===== src/rtl/encoder_16_4_seq_if.sv =====
// Handshake bundle for the sequential 16-to-4 encoder (request side and index side).
// Latency: none, wires only.
// Backpressure: out_ready from the consumer stalls the index stream.
interface encoder_16_4_seq_if;
  logic        enable;
  logic        load;
  logic [15:0] req_in;
  logic        abort;
  logic        busy;
  logic        out_valid;
  logic        out_ready;
  logic [3:0]  binary_out;
  logic        done;
  logic [4:0]  count_out;

  // Requester/consumer side: drives requests and ready, observes the index stream.
  modport master (
    output enable, load, req_in, abort, out_ready,
    input  busy, out_valid, binary_out, done, count_out
  );

  // Encoder side.
  modport slave (
    input  enable, load, req_in, abort, out_ready,
    output busy, out_valid, binary_out, done, count_out
  );
endinterface


===== src/rtl/encoder_16_4_seq.sv =====
// Sequential 16-to-4 encoder: emits the index of every set request bit, then pulses done with a count.
// Latency: first index valid 1 cycle after load; then one index per accepted handshake.
// Backpressure: out_ready=0 holds binary_out/out_valid stable; ENC_ROUND_ROBIN_EN selects rotating priority.
module encoder_16_4_seq (
  input logic               clk,
  input logic               reset_n,
  encoder_16_4_seq_if.slave bus
);

  localparam logic [1:0] ST_IDLE = 2'd0;
  localparam logic [1:0] ST_EMIT = 2'd1;
  localparam logic [1:0] ST_DONE = 2'd2;

  logic [1:0]  state;
  logic [15:0] pending;
  logic [4:0]  emit_cnt;
  logic [3:0]  idx_q;
  logic        valid_q;
  logic        busy_q;
  logic        done_q;
  logic [4:0]  count_q;

  logic        handshake;
  logic [15:0] remaining;
  logic [3:0]  load_start;
  logic [3:0]  next_start;

  // First set bit of vec, scanning upward from start and wrapping 15->0.
  function automatic logic [3:0] pick(input logic [15:0] vec, input logic [3:0] start);
    logic [3:0] res;
    logic [3:0] pos;
    logic       found;
    res   = 4'd0;
    found = 1'b0;
    for (int k = 0; k < 16; k++) begin
      pos = start + 4'(k);
      if (!found && vec[pos]) begin
        res   = pos;
        found = 1'b1;
      end
    end
    return res;
  endfunction

`ifdef ENC_ROUND_ROBIN_EN
  logic [3:0] last_served;

  // Rotating priority: every scan begins just past the most recently accepted index.
  always_comb begin
    load_start = last_served + 4'd1;
    next_start = idx_q + 4'd1;
  end

  // Remember the last accepted index; survives abort and batch boundaries.
  always_ff @(posedge clk or negedge reset_n) begin
    if (!reset_n) begin
      last_served <= 4'd15;
    end else if (handshake && !bus.abort) begin
      last_served <= idx_q;
    end
  end
`else
  // Fixed priority: lowest set index always wins.
  always_comb begin
    load_start = 4'd0;
    next_start = 4'd0;
  end
`endif

  // Accepted transfer and the pending vector left once the current index is retired.
  always_comb begin
    handshake = (state == ST_EMIT) && valid_q && bus.out_ready;
    remaining = pending & ~(16'd1 << idx_q);
  end

  // Batch control: capture, emit one index per handshake, report completion or abort.
  always_ff @(posedge clk or negedge reset_n) begin
    if (!reset_n) begin
      state    <= ST_IDLE;
      pending  <= 16'd0;
      emit_cnt <= 5'd0;
      idx_q    <= 4'd0;
      valid_q  <= 1'b0;
      busy_q   <= 1'b0;
      done_q   <= 1'b0;
      count_q  <= 5'd0;
    end else begin
      done_q <= 1'b0;
      case (state)
        ST_IDLE: begin
          if (bus.load && bus.enable) begin
            emit_cnt <= 5'd0;
            busy_q   <= 1'b1;
            if (bus.req_in != 16'd0) begin
              pending <= bus.req_in;
              idx_q   <= pick(bus.req_in, load_start);
              valid_q <= 1'b1;
              state   <= ST_EMIT;
            end else begin
              // Empty batch completes straight away with a zero count.
              done_q  <= 1'b1;
              count_q <= 5'd0;
              state   <= ST_DONE;
            end
          end
        end
        ST_EMIT: begin
          if (bus.abort) begin
            // Abort wins over a simultaneous handshake; that index is not counted.
            pending <= 16'd0;
            valid_q <= 1'b0;
            busy_q  <= 1'b0;
            state   <= ST_IDLE;
          end else if (handshake) begin
            pending  <= remaining;
            emit_cnt <= emit_cnt + 5'd1;
            if (remaining != 16'd0) begin
              idx_q <= pick(remaining, next_start);
            end else begin
              valid_q <= 1'b0;
              done_q  <= 1'b1;
              count_q <= emit_cnt + 5'd1;
              state   <= ST_DONE;
            end
          end
        end
        ST_DONE: begin
          busy_q <= 1'b0;
          state  <= ST_IDLE;
        end
        default: begin
          pending <= 16'd0;
          valid_q <= 1'b0;
          busy_q  <= 1'b0;
          state   <= ST_IDLE;
        end
      endcase
    end
  end

  assign bus.busy       = busy_q;
  assign bus.out_valid  = valid_q;
  assign bus.binary_out = idx_q;
  assign bus.done       = done_q;
  assign bus.count_out  = count_q;

endmodule


===== src/flat_wrapper.sv =====
// flat-port wrapper written by rule: the top's interface ports become plain ports
module encoder_16_4_seq_flat 
  (clk, reset_n, bus_enable, bus_load, bus_req_in, bus_abort, bus_out_ready, bus_busy, bus_out_valid, bus_binary_out, bus_done, bus_count_out);
  encoder_16_4_seq_if bus_i ();
  input logic clk;
  input logic reset_n;
  input wire logic [$bits(bus_i.enable)-1:0] bus_enable;
  input wire logic [$bits(bus_i.load)-1:0] bus_load;
  input wire logic [$bits(bus_i.req_in)-1:0] bus_req_in;
  input wire logic [$bits(bus_i.abort)-1:0] bus_abort;
  input wire logic [$bits(bus_i.out_ready)-1:0] bus_out_ready;
  output wire logic [$bits(bus_i.busy)-1:0] bus_busy;
  output wire logic [$bits(bus_i.out_valid)-1:0] bus_out_valid;
  output wire logic [$bits(bus_i.binary_out)-1:0] bus_binary_out;
  output wire logic [$bits(bus_i.done)-1:0] bus_done;
  output wire logic [$bits(bus_i.count_out)-1:0] bus_count_out;
  assign bus_i.enable = bus_enable;
  assign bus_i.load = bus_load;
  assign bus_i.req_in = bus_req_in;
  assign bus_i.abort = bus_abort;
  assign bus_i.out_ready = bus_out_ready;
  assign bus_busy = bus_i.busy;
  assign bus_out_valid = bus_i.out_valid;
  assign bus_binary_out = bus_i.binary_out;
  assign bus_done = bus_i.done;
  assign bus_count_out = bus_i.count_out;
  encoder_16_4_seq u_core (.clk(clk), .reset_n(reset_n), .bus(bus_i));
endmodule

===== config.mk =====
export PLATFORM = sky130hd
export DESIGN_NAME = encoder_16_4_seq_flat
export DESIGN_NICKNAME = d
export VERILOG_FILES = /design/src/rtl/encoder_16_4_seq_if.sv /design/src/rtl/encoder_16_4_seq.sv /design/src/flat_wrapper.sv
export SDC_FILE = /design/constraint.sdc
export NUM_CORES = 1
export LEC_CHECK = 0
export CAP_MARGIN = 10
export CORE_MARGIN = 2
export CORE_UTILIZATION = 50
export CTS_CLUSTER_SIZE = 25
export DETAILED_ROUTE_END_ITERATION = 7
export GPL_TIMING_DRIVEN = 0
export PLACE_DENSITY = 0.74
export SLEW_MARGIN = 20
export SYNTH_ARGS = -nofsm -noshare
export SYNTH_HDL_FRONTEND = slang
export SYNTH_SLANG_ARGS = --single-unit

===== constraint.sdc =====
create_clock -name clk -period 2.85 [get_ports clk]
set_clock_uncertainty 0.15 [all_clocks]
set_input_delay 0.57 -clock clk [delete_from_list [all_inputs] [get_ports clk]]
set_output_delay 0.57 -clock clk [all_outputs]
set_load 0.01 [all_outputs]

Yosys cells after proc, flatten, opt, wreduce, memory -nomap -nowiden

Index checks and enable logic that the tools add are counted.

Add/subtract/negate cells: 1
Multiply operators: 0
Div/mod/pow operators: 0
Magnitude comparators: 0
Eq/ne operators: 12
Shift-type cells: 1
Muxes and demuxes: 207
Bitwise logic cells: 3
Reduce and logical (&&, ||, !) cells: 74

Operators by type and width:

| kind                                                  | number |
|---|---|
| 2-to-1 mux 1 bit                                      | 149 |
| 2-to-1 mux 4 bit                                      | 27 |
| 2-to-1 mux 16 bit                                     | 4 |
| case mux 16 bit (3 select lines)                      | 1 |
| 2-to-1 mux 5 bit                                      | 8 |
| logical AND 1 bit                                     | 33 |
| nonzero test 16 bit                                   | 2 |
| logical NOT 1 bit                                     | 30 |
| case mux 5 bit (2 select lines)                       | 2 |
| AND 16 bit                                            | 1 |
| NOT 16 bit                                            | 1 |
| left shift 1 x 4 -> 16 bit, first input constant      | 1 |
| 2-to-1 mux 2 bit                                      | 7 |
| 2-to-1 mux 3 bit                                      | 4 |
| AND reduction 6 bit                                   | 2 |
| inequality test 2 bit, second input constant          | 5 |
| case mux 4 bit (2 select lines)                       | 1 |
| AND reduction 4 bit                                   | 2 |
| inequality test 2 x 1 -> 1 bit, second input constant | 3 |
| adder 5 x 1 -> 5 bit, second input constant           | 1 |
| AND reduction 5 bit                                   | 1 |
| case mux 1 bit (2 select lines)                       | 2 |
| case mux 2 bit (2 select lines)                       | 1 |
| inequality test 3 x 2 -> 1 bit, second input constant | 1 |
| other kinds (9)                                       | 9 |

Flip-flop bits (word level): 35
Bits in latches: 0
Bits in writable memories: 0
Memory bits (read-only): 0
Input port bits: 22
Output and inout bits: 12
Word-level logic and storage cells: 306
Memories: 0

Longest topological paths before layout

Depth after elaboration: 113
Depth in mapped cells: 8

Worst setup path before layout

OpenSTA, ideal clock, no wires.

Path type: register -> register
Start point: register u_core.idx_q[0] (netlist: u_core.bus.binary_out[0])
End point: register u_core.count_q[0] (netlist: u_core.bus.count_out[0])
Library setup time: 0.125 ns
Arrival time: 2.210 ns
Data required time: 2.575 ns
Path slack: 0.365 ns
Cell stages (with the launch flop): 8
Buffers on the path: 1
Cells stage by stage: dfrtp_1 buf_6 mux2_4 o32a_4 nor4_4 nand3_2 a21oi_4 mux2_4

Longest elaborated chain between the ends: 6

Ends and longest elaborated chain:

| what                                   | line                    | text |
|---|---|---|
| start: declaration                     | encoder_16_4_seq.sv:17  | `logic [3:0] idx_q;` |
| start signal: assignment               | encoder_16_4_seq.sv:96  | `idx_q <= pick(bus.req_in, load_start);` |
| start signal: assignment               | encoder_16_4_seq.sv:118 | `idx_q <= pick(remaining, next_start);` |
| left shift 1 x 4 -> 16 bit             | encoder_16_4_seq.sv:73  | `remaining = pending & ~(16'd1 << idx_q);` |
| NOT 16 bit                             | encoder_16_4_seq.sv:73  |  |
| AND 16 bit                             | encoder_16_4_seq.sv:73  |  |
| nonzero test 16 bit                    | encoder_16_4_seq.sv:117 | `if (remaining != 16'd0) begin` |
| inequality test 2 bit (no source line) | -                       |  |
| AND reduction 6 bit (no source line)   | -                       |  |
| end signal: assignment                 | encoder_16_4_seq.sv:122 | `count_q <= emit_cnt + 5'd1;` |
| end: declaration                       | encoder_16_4_seq.sv:21  | `logic [4:0] count_q;` |

No other way between the ends.
A chain may end at the register's enable or synchronous reset.

Worst setup path after layout

Same ends and word-level chain as after synthesis.

==> flow_summary.json <==
{
  "outcome": "finished clean",
  "hold_viol_final": 0,
  "clockPowerShare_pct": 19.0,
  "synthArstFlopShare_pct": 100,
  "start_util_pct": 52.3,
  "syn2layout_area_growth_pct": 24.0,
  "synth_top_cell_area_share_pct": 35.0,
  "ant_nets": 0,
  "endpoint_kind": "flip-flop",
  "io_pins": 34,
  "clk_path_buf_depth": 2,
  "period_needed_ps": 2720,
  "p_seq_share_pct": 34.6,
  "cts_buffers": 5,
  "power_mw": 1.93,
  "slew_violations": 0,
  "numPortBuffers": 33,
  "arrival_ps": 2750,
  "grt_pass1_vias": 2263,
  "final_area_sq_um": 3100,
  "clock.fmax_mhz": 368,
  "share_comb_of_total_power_pct": 46.4,
  "fin_nets": 362,
  "p_per_area_nw_per_um2": 624,
  "crit_path_max_fanout": 10,
  "timing.hold.ws_ps": 36.3,
  "dieArea_sq_um": 5580,
  "ys_ff_latch": 35,
  "rsz0062_at_grt": "no",
  "syn_nets": 316,
  "netlist_instances": 293,
  "cellLeakagePower_nw": 1.32,
  "wl_um": 6810,
  "first_pass_iters": 5,
  "grt_usage_pct": 26.4,
  "cts_sinks": 35,
  "intPower_mw": 1.13,
  "synth_top_area_cell": "dfrtp_1",
  "drive_gt1_share_pct": 13.5,
  "netlist_area_sq_um": 2500,
  "cts_tree": "yes",
  "layout_common_cells": "nand2_1 (39), dfrtp_1 (35), clkdlybuf4s50_1 (32)",
  "n_antenna_cell": 0,
  "ir_worst_vdd_uv": 279,
  "tightest_slew_ps": 724,
  "root_buffer": "clkbuf_8",
  "clk_pin_slew_ps": 70,
  "viasPerCell": 6.09,
  "grt_pass1_wl_um": 11100,
  "grt_max_degree": 24,
  "vias": 2479,
  "crit_required_ps": 2880,
  "final_common_cell": "nand2_1",
  "rows": 25,
  "crit_type": "reg -> reg",
  "switching_share_pct": 41.4,
  "wl_per_cell_um": 16.7,
  "relSlewSlack_pct": 50.5,
  "grt-ovfl-total": 0,
  "cp-start-kind": "flip-flop",
  "place.gp.congestion": 0.939,
  "yosysSeqAreaShare_pct": 35.0,
  "cts_hold_buf": 0,
  "switchingPower_uw": 799,
  "period_share_pct": 95.3,
  "setup_viol": 0,
  "ys.flop_type": "dfrtp_1",
  "drv_cap": 0,
  "h-tree-depth": 2,
  "antenna_found_initial": 0,
  "die_h_um": 74.7,
  "yosysWarnings": 0,
  "core-area_sq_um": 4790,
  "synth_cell_types": 61,
  "drt_iter0_markers": 188,
  "hold_class": "in -> async",
  "synth_edf_count": 0,
  "worst_r2r_path_depth": 8,
  "dp_hpwl_um": 5040,
  "rr_startpoint": "u_core.bus.binary_out[0]$_DFFE_PN0P_",
  "die_w_um": 74.7,
  "worstSetupStartpoint": "u_core.bus.binary_out[0]$_DFFE_PN0P_",
  "syn_area_per_cell_sq_um": 8.54,
  "drc": 0,
  "placed_cell_area_sq_um": 2940,
  "insertion_delay_ps": 290,
  "synth_area_leaders": "dfrtp_1 (35%), nand2_1 (5.9%), nor2_1 (4.7%)"
}
## state kept, by name, summed over array words and instances (netlist names)
name,flops
u_core.pending,16
u_core.bus.busy,1
u_core.bus.count_out,5
u_core.state,2
u_core.bus.binary_out,4
u_core.emit_cnt,5
u_core.bus.done,1
u_core.bus.out_valid,1
## critical path, stage by stage (launching register included)
cell and delay, ps:
dfrtp_1 360, buf_6 130, buf_2 260, mux2i_1 220, a31oi_1 190, nor4_4 460, nand3_2 170, a21oi_4 330
mux2_4 330
## logic make-up (layout without fill, tap and decap cells)
| kind of cell | count (synthesis) | in the layout | share of synthesized area [%] |
|---|---|---|---|
| mux | 19 | 19 | 9.15 |
| xor+xnor | 3 | 3 | 1.05 |
| simple gates | 114 | 114 | 23.5 |
| compound gates | 99 | 99 | 26.8 |
| fa+ha+maj | 1 | 1 | 0.500 |
| buf+inv | 22 | 69 | 4.00 |
| flops | 35 | 35 | 35.0 |
## layer usage
metal / routed length [um] / track usage (%)
met5: 0 / 0
met4: 130 / 9.33
met3: 500 / 6.96
met2: 3020 / 38.2
met1: 3160 / 38.2
## cells in the mapped netlist (4+ instances only)
cell	n
o21ai_0	5
clkbuf_1	7
nor2_1	31
nor3_1	4
nand3_1	5
o21ai_1	20
o22ai_1	6
inv_1	8
a21oi_1	23
nand2_1	39
buf_2	5
dfrtp_1	35
mux2_4	7
nand2b_1	4
and2_1	4
o31ai_1	4
nor2b_1	5
a31oi_1	7
mux2i_1	9
## final timing paths
| check | endpoint | slack (ps) |
|---|---|---|
| setup / recovery | u_core.bus.count_out[0]$_DFFE_PN0P_ | 130 |
| hold / removal | u_core.bus.busy$_DFFE_PN0P_ | 40 |
| max in group asynchronous | u_core.bus.binary_out[2]$_DFFE_PN0P_ | 2080 |
| hold reg to reg | u_core.bus.busy$_DFFE_PN0P_ | 360 |
| min in group clk | u_core.bus.busy$_DFFE_PN0P_ | 360 |
| setup reg to reg | u_core.bus.count_out[0]$_DFFE_PN0P_ | 130 |
## area by class of cell
class	count	area, sq um
Buffer	14	70.1
Clock buffer	5	68.8
Clock inverter	3	20.0
Fill cell	420	1690
Inverter	8	30.0
Multi-Input combinational cell	236	1560
Sequential cell	35	876
Tap cell	67	83.8
Timing Repair Buffer	39	390
## stage by stage
| step | utilization (%) | setup WS [ps] | TNS [ps] | cells |
|---|---|---|---|---|
| 6_report | 64.8 | 135 | 0 | 407 |
| 5_1_grt | 64.8 | 4.62 | 0 | 407 |
| 4_1_cts | 63.7 | 27.7 | 0 | 402 |
| 3_5_place_dp | 61.4 | -322 | -5200 | 394 |
| 3_3_place_gp | 60.9 | -287 | -4670 | 393 |
| 2_1_floorplan | - | 365 | 0 | 293 |
## repair_timing
item | CTS | global route
endpoints found under the setup margin | 1 | 17
resized for setup | 2 | 4
pin swaps | 0 | 4
setup buffers | 0 | 5
## power groups by stage
stage	Sequential, mW	Combinational (mW)	Clock, mW
final	0.669	0.897	0.367
after global routing	0.685	0.975	0.390
after floorplan	0.662	0.582	0
after CTS	0.664	0.851	0.367
after detailed placement	0.674	0.840	0
after global placement	0.668	0.830	0
Power figures use the tool's default switching activity.
